<file path="config.mk">
export PLATFORM = sky130hd
export DESIGN_NAME = pseudo_spi_rx_intf
export DESIGN_NICKNAME = d
export VERILOG_FILES = /design/src/rtl/pseudo_spi_rx_intf_pkg.sv /design/src/rtl/pseudo_spi_rx_intf_scan_phase_gen.sv /design/src/rtl/pseudo_spi_rx_intf.sv
export SDC_FILE = /design/constraint.sdc
export NUM_CORES = 1
export LEC_CHECK = 0
export ABC_AREA = 1
export ABC_CLOCK_PERIOD_IN_PS = 2300
export CORE_ASPECT_RATIO = 1.2
export CORE_MARGIN = 8
export CORE_UTILIZATION = 46
export DETAILED_ROUTE_END_ITERATION = 6
export PLACE_DENSITY = 0.7
export SKIP_LAST_GASP = 1
export SLEW_MARGIN = 20
export SYNTH_ARGS = -nofsm -noshare
export SYNTH_HDL_FRONTEND = slang
export SYNTH_SLANG_ARGS = --single-unit
</file>
<file path="constraint.sdc">
create_clock -name CLK -period 2.3 [get_ports CLK]
set_clock_uncertainty 0.2 [all_clocks]
set_input_delay 0.69 -clock CLK [delete_from_list [all_inputs] [get_ports CLK]]
set_output_delay 0.69 -clock CLK [all_outputs]
set_load 0.03 [all_outputs]
</file>
<file path="src/rtl/pseudo_spi_rx_intf_pkg.sv">
// Purpose: shared constants, state encoding and helpers for the pseudo-SPI receive path.
// Latency: n/a (declarations only).
// Backpressure: n/a.
package pseudo_spi_rx_intf_pkg;

    localparam int MEM_DATA_W  = 8;   // SRAM word width, also bits per deserialized byte
    localparam int MEM_ADDR_W  = 9;   // SRAM address width (512 words)
    localparam int DATA_LEN_W  = 8;   // width of the byte-count input
    localparam int SCLK_PHASES = 4;   // cycles per scan clock pair (S1, gap, S2, gap)
    localparam int CAPT_CYCLES = 4;   // cycles spent with SEL=1 loading the chain
    localparam int PHASE_W     = $clog2(SCLK_PHASES);

    // Gray-style walk so the common transitions flip a single bit, matching the transmitter.
    typedef enum logic [2:0] {
        ST_IDLE   = 3'b000,
        ST_CAPT   = 3'b001,
        ST_BIT_S1 = 3'b011,
        ST_BIT_G1 = 3'b010,
        ST_BIT_S2 = 3'b110,
        ST_BIT_G2 = 3'b111,
        ST_WRITE  = 3'b101,
        ST_DONE   = 3'b100
    } rx_state_e;

    // States in which a low BGN aborts the transfer.
    function automatic logic is_active(input rx_state_e s);
        return (s != ST_IDLE) && (s != ST_DONE);
    endfunction

endpackage

</file>
<file path="src/rtl/pseudo_spi_rx_intf_scan_phase_gen.sv">
// Purpose: 2-bit scan phase counter giving non-overlapping SCLK1/SCLK2 pulses and a phase-end strobe.
// Latency: pulse flags describe the next cycle's phase so the caller can register them directly.
// Backpressure: none; counter is held at phase 0 whenever run is low.
module pseudo_spi_rx_intf_scan_phase_gen
    import pseudo_spi_rx_intf_pkg::*;
(
    input  logic CLK,
    input  logic rst_n,
    input  logic run,
    output logic sclk1_nxt,
    output logic sclk2_nxt,
    output logic phase_end
);

    logic [PHASE_W-1:0] phase_q;
    logic [PHASE_W-1:0] phase_d;

    // Advance while running; restart from phase 0 otherwise.
    always_comb begin
        phase_d = '0;
        if (run) begin
            phase_d = phase_q + PHASE_W'(1);
        end
    end

    // Phase register.
    always_ff @(posedge CLK or negedge rst_n) begin
        if (!rst_n) begin
            phase_q <= '0;
        end else begin
            phase_q <= phase_d;
        end
    end

    // Phase 1 carries SCLK1, phase 3 carries SCLK2; 0 and 2 are guard gaps.
    assign sclk1_nxt = (phase_d == PHASE_W'(1));
    assign sclk2_nxt = (phase_d == PHASE_W'(3));
    assign phase_end = run && (phase_q == PHASE_W'(SCLK_PHASES - 1));

endmodule

</file>
<file path="src/rtl/pseudo_spi_rx_intf.sv">
// Purpose: capture a scan chain, shift it out LSB-first and write the bytes to SRAM at descending addresses.
// Latency: first write 36 cycles after leaving IDLE, then one byte every 33 cycles; done the cycle after the last write.
// Backpressure: none; BGN low aborts any active transfer, and DONE holds until BGN drops.
module pseudo_spi_rx_intf #(
    parameter int MEMORY_DATA_WIDTH = pseudo_spi_rx_intf_pkg::MEM_DATA_W,
    parameter int MEMORY_ADDR_WIDTH = pseudo_spi_rx_intf_pkg::MEM_ADDR_W,
    parameter int RESERVED_DATA_LEN = pseudo_spi_rx_intf_pkg::DATA_LEN_W
) (
    input  logic                         CLK,
    input  logic                         rst_n,
    input  logic                         BGN,
    input  logic [MEMORY_ADDR_WIDTH-1:0] ADDR_BGN,
    input  logic [RESERVED_DATA_LEN-1:0] DATA_LEN,
    input  logic                         SPI_SI,
    output logic                         SCLK1,
    output logic                         SCLK2,
    output logic                         SEL,
    output logic                         LAT,
    output logic                         CEN,
    output logic [MEMORY_ADDR_WIDTH-1:0] A,
    output logic                         D_WE,
    output logic [MEMORY_DATA_WIDTH-1:0] D,
    output logic                         spi_is_done
);
    import pseudo_spi_rx_intf_pkg::*;

    localparam int BIT_W = $clog2(MEMORY_DATA_WIDTH);

    rx_state_e                    state_q, state_d;
    logic [BIT_W-1:0]             bitcnt_q, bitcnt_d;
    logic [RESERVED_DATA_LEN-1:0] bytecnt_q, bytecnt_d;
    logic [MEMORY_ADDR_WIDTH-1:0] addr_q, addr_d;
    logic [MEMORY_DATA_WIDTH-1:0] shift_q, shift_d;
    logic [MEMORY_ADDR_WIDTH-1:0] a_q, a_d;
    logic [MEMORY_DATA_WIDTH-1:0] dat_q, dat_d;
    logic                         sclk1_q, sclk1_d;
    logic                         sclk2_q, sclk2_d;
    logic                         sel_q, sel_d;
    logic                         cen_q, cen_d;
    logic                         we_q, we_d;
    logic                         done_q, done_d;
    logic                         abort;
    logic                         cap_sclk1, cap_sclk2, cap_end;

    // Capture pulse timing comes from the shared phase generator.
    pseudo_spi_rx_intf_scan_phase_gen u_capt_phase (
        .CLK       (CLK),
        .rst_n     (rst_n),
        .run       (state_q == ST_CAPT),
        .sclk1_nxt (cap_sclk1),
        .sclk2_nxt (cap_sclk2),
        .phase_end (cap_end)
    );

    // Next state, counters, shift register and registered-output values.
    always_comb begin
        state_d   = state_q;
        bitcnt_d  = bitcnt_q;
        bytecnt_d = bytecnt_q;
        addr_d    = addr_q;
        shift_d   = shift_q;
        a_d       = a_q;
        dat_d     = dat_q;
        abort     = 1'b0;

        case (state_q)
            ST_IDLE: begin
                if (BGN) begin
                    if (DATA_LEN != '0) begin
                        bytecnt_d = DATA_LEN;
                        addr_d    = ADDR_BGN - 1'b1;
                        bitcnt_d  = '0;
                        state_d   = ST_CAPT;
                    end else begin
                        state_d = ST_DONE;
                    end
                end
            end
            ST_CAPT:   if (cap_end) state_d = ST_BIT_S1;
            ST_BIT_S1: state_d = ST_BIT_G1;
            ST_BIT_G1: state_d = ST_BIT_S2;
            ST_BIT_S2: state_d = ST_BIT_G2;
            ST_BIT_G2: begin
                bitcnt_d = bitcnt_q + 1'b1;
                state_d  = (bitcnt_q == BIT_W'(MEMORY_DATA_WIDTH - 1)) ? ST_WRITE : ST_BIT_S1;
            end
            ST_WRITE: begin
                addr_d    = addr_q - 1'b1;
                bytecnt_d = bytecnt_q - 1'b1;
                state_d   = (bytecnt_q == RESERVED_DATA_LEN'(1)) ? ST_DONE : ST_BIT_S1;
            end
            ST_DONE:   if (!BGN) state_d = ST_IDLE;
            default:   state_d = ST_IDLE;
        endcase

        // A dropped BGN wins over everything; the partial byte is simply forgotten.
        if (is_active(state_q) && !BGN) begin
            abort     = 1'b1;
            state_d   = ST_IDLE;
            bitcnt_d  = '0;
            bytecnt_d = '0;
            addr_d    = '0;
        end

        // Sample the chain tail on the edge that raises SCLK1, before it moves the chain.
        if (state_d == ST_BIT_S1) begin
            shift_d[bitcnt_d] = SPI_SI;
        end

        sclk1_d = (state_d == ST_BIT_S1) || ((state_d == ST_CAPT) && cap_sclk1);
        sclk2_d = (state_d == ST_BIT_S2) || ((state_d == ST_CAPT) && cap_sclk2);
        sel_d   = (state_d == ST_CAPT);
        cen_d   = (state_d != ST_WRITE);
        we_d    = (state_d == ST_WRITE);
        done_d  = (state_d == ST_DONE);

        if (state_d == ST_WRITE) begin
            a_d   = addr_q;
            dat_d = shift_q;
        end
        if (abort) begin
            a_d   = '0;
            dat_d = '0;
        end
    end

    // State, counters and glitch-free registered outputs.
    always_ff @(posedge CLK or negedge rst_n) begin
        if (!rst_n) begin
            state_q   <= ST_IDLE;
            bitcnt_q  <= '0;
            bytecnt_q <= '0;
            addr_q    <= '0;
            shift_q   <= '0;
            a_q       <= '0;
            dat_q     <= '0;
            sclk1_q   <= 1'b0;
            sclk2_q   <= 1'b0;
            sel_q     <= 1'b0;
            cen_q     <= 1'b1;
            we_q      <= 1'b0;
            done_q    <= 1'b0;
        end else begin
            state_q   <= state_d;
            bitcnt_q  <= bitcnt_d;
            bytecnt_q <= bytecnt_d;
            addr_q    <= addr_d;
            shift_q   <= shift_d;
            a_q       <= a_d;
            dat_q     <= dat_d;
            sclk1_q   <= sclk1_d;
            sclk2_q   <= sclk2_d;
            sel_q     <= sel_d;
            cen_q     <= cen_d;
            we_q      <= we_d;
            done_q    <= done_d;
        end
    end

    assign SCLK1       = sclk1_q;
    assign SCLK2       = sclk2_q;
    assign SEL         = sel_q;
    assign LAT         = 1'b0;
    assign CEN         = cen_q;
    assign D_WE        = we_q;
    assign A           = a_q;
    assign D           = dat_q;
    assign spi_is_done = done_q;

endmodule
</file>
==> flow_metrics.py <==
metrics = {
    "yosys": {
        "avgSynthCellArea_um2": 8.19,
        "synth.top_cells.by_count": "nand2_1, dfrtp_1, nand3_1",
        "synth.most_common_cell": "nand2_1",
        "synth_edf_count": 0,
        "synth_cells": 358,
        "syn_area_um2": 2930,
        "synth_flop_cell": "dfrtp_1",
        "synth_largest_area_cell": "dfrtp_1",
        "ys_warn_count": 0,
        "synth_area_leaders": "dfrtp_1, nand2_1, nand3_1",
        "ys_types": 34,
        "yosysSeqAreaShare_pct": 47.8,
        "synth_async_sr_flop_share_pct": 100,
        "ys_ff_latch": 56,
        "synth_nets": 385,
        "synth_top_area_share_pct": 46.9,
    },
    "grt": {
        "grt_max_degree": 29,
        "antenna_found_initial": 0,
        "grt_pass1_wl_um": 11100,
        "grt_pass1_vias": 2526,
        "overflow": 0,
        "grt_use_total_pct": 15.2,
    },
    "sta": {
        "final.setup.tns_ns": 0,
        "finalSetupViolCount": 0,
        "fin_crit_sh_pct": 97.8,
        "holdWs_ns": 0.104,
        "fmax_ghz": 0.445,
        "rsz0062_at_grt": "no",
        "min_period_ns": 2.25,
        "final_hold_viol_count": 0,
        "drv_slew": 0,
    },
    "cts": {
        "cts.sinks": 56,
        "numCtsBuffers": 5,
        "cts_root_buffer": "clkbuf_8",
        "clk_latency_ns": 0.32,
        "cts.clk_slew.worst_paths_ns": 0.10,
        "clockBufferDepth": 2,
        "tritoncts": "yes",
        "cts_max_level": 2,
    },
    "setup_path": {
        "crit_fanout": 2,
        "crit_type": "reg -> out",
        "r2r-end": "addr_q[4]$_DFFE_PN0P_",
        "cp_cell_sequence": "clkdlybuf4s50_1",
        "worst-path-buf-inv": 1,
        "r2r_slack_ns": 0.19,
        "cp-start-kind": "register",
        "critPathCaptureType": "output port",
        "cp_slowest_cell": "clkdlybuf4s50_1",
        "cpPeakStageDelay_ns": 0.67,
        "r2r.worst_path.cells": 8,
        "required_ns": 1.41,
        "critPathTopFamily": "buffers and inverters",
        "r2r_start": "state_q[1]$_DFF_PN0_",
        "arrival_ns": 1.36,
    },
    "layout": {
        "fin_area_um2": 3850,
        "area_growth_syn_to_layout_pct": 31.4,
        "fin_nets": 454,
        "n_antenna_cell": 0,
        "fillers": 599,
        "drive_gt1_share_pct": 20.6,
    },
    "die": {
        "initial_utilization_pct": 46.7,
        "fp.dieW_um": 88.9,
        "fp-row-count": 32,
        "coreArea_um2": 6290,
        "die_h_um": 103,
        "dieArea_um2": 9200,
        "ios": 45,
    },
    "drt": {
        "drcViolationCount": 0,
        "drt_pass1_iterations": 4,
        "ant_nets": 0,
        "via_count": 2528,
        "drt_wl_total_um": 6460,
        "vias_per_cell": 4.93,
        "wire_per_inst_um": 12.6,
        "drtIter0Drc": 128,
    },
    "power_and_ir_drop": {
        "clock_power_share_pct": 20.0,
        "p_leak_nw": 1.98,
        "total_power_mw": 3.83,
        "ir_drop_mv": 0.520,
        "power_switching_mw": 1.49,
        "pwr-share-seq_pct": 35.7,
        "power_density_nw_per_um2": 994,
        "p_comb_share_pct": 44.3,
        "swShare_pct": 39.0,
        "p_int_mw": 2.34,
    },
    "placement": {
        "io_buffer_count": 43,
        "hpwlAfterDp_um": 4950,
        "place_area_um2": 3620,
        "gp_congestion": 0.886,
    },
    "outcome": {
        "status": "complete, no violations",
    },
    "flow_run": {
        "cap_viol_max_count": 0,
    },
    "hold_path": {
        "hp-class": "in -> async",
    },
}
==> what timing repair did <==
item,CTS,global route
resized for setup,5,28
endpoints found under the setup margin,8,44
pin swaps,4,12
cloned,0,0
hold buffers,0,0
setup buffers,0,1
==> layer usage <==
metal,vias up,share of wire [%],track usage (%)
li1,1296,-,-
met5,-,0,0
met3,8,4.3,2.69
met2,45,51,27.3
met1,1179,43,17.3
met4,0,1.6,5.74
==> logic make-up after synthesis <==
logic type               synth area share [%]
AO/OA/AOI/OAI                            12.3
XOR/XNOR                                 1.49
adder cells (fa/ha/maj)                  2.56
buffers and inverters                    8.36
flip-flops                               47.8
multiplexers                            0.683
other                                   0.128
AND/OR/NAND/NOR                          26.7
==> sequential cells by signal, indices dropped and copies added (netlist names) <==
register and flops:
bytecnt_q 8, spi_is_done 1, SEL 1, CEN 1, u_capt_phase.phase_q 2, addr_q 9, SCLK2 1, state_q 3
SCLK1 1, bitcnt_q 3, A 9, shift_q 8, D 8, D_WE 1
==> cell usage in the layout, fill, tap and decap left out, types with 2 or more instances in the layout <==
cell / n
nand2_1: 87
dfrtp_1: 55
nand3_1: 36
inv_1: 32
buf_4: 32
clkdlybuf4s50_1: 31
nor2_1: 21
o21ai_0: 16
o21ai_1: 13
o22ai_1: 12
nand2_2: 10
dlymetal6s2s_1: 10
o21ai_2: 8
nor2_2: 7
inv_2: 6
nor2_4: 6
ha_1: 6
xor2_1: 5
clkbuf_8: 5
a21oi_1: 4
nand3_2: 3
inv_6: 2
nand4_1: 2
mux2i_1: 2
nor3_1: 2
bufinv_16: 2
==> how the worst max path moves through the flow <==
stage,startpoint,endpoint,slack (ns),cells after the start
6_report,D[6]$_DFFE_PN0P_,D[6],0.05,1
2_1_floorplan,DATA_LEN[7],shift_q[6]$_DFFE_PN0P_,0.27,12
4_1_cts,DATA_LEN[6],shift_q[2]$_DFFE_PN0P_,-0.009,13
3_5_place_dp,DATA_LEN[6],shift_q[4]$_DFFE_PN0P_,-0.41,13
5_1_grt,D[6]$_DFFE_PN0P_,D[6],0.004,1
3_3_place_gp,DATA_LEN[7],shift_q[5]$_DFFE_PN0P_,-0.35,13
==> power by group through the flow <==
stage	clock network (mW)	registers [mW]	logic, mW
final	0.767	1.37	1.70
after global routing	0.830	1.40	1.88
after CTS	0.786	1.37	1.68
after detailed placement	0	1.39	1.67
after global placement	0	1.37	1.63
after floorplan	0	1.45	0.990
==> cell type report <==
type | count | area, um2 | share of cell area, %
sequential | 56 | 1400 | 36.4
multi-input combinational | 249 | 1350 | 34.9
timing repair buffer | 76 | 709 | 18.4
inverter | 39 | 151 | 3.93
tap | 85 | 106 | 2.76
clock buffer | 5 | 68.8 | 1.79
clock inverter | 3 | 68.8 | 1.79
==> stage by stage <==
stage          std cells  worst slack [ns]  utilization (%)
2_1_floorplan        358             0.271                -
3_3_place_gp         504            -0.354             57.6
3_5_place_dp         504            -0.407             57.6
4_1_cts              512          -0.00914             59.9
5_1_grt              513           0.00387             61.3
6_report             513            0.0517             61.3
Power figures use the tool's default switching activity.
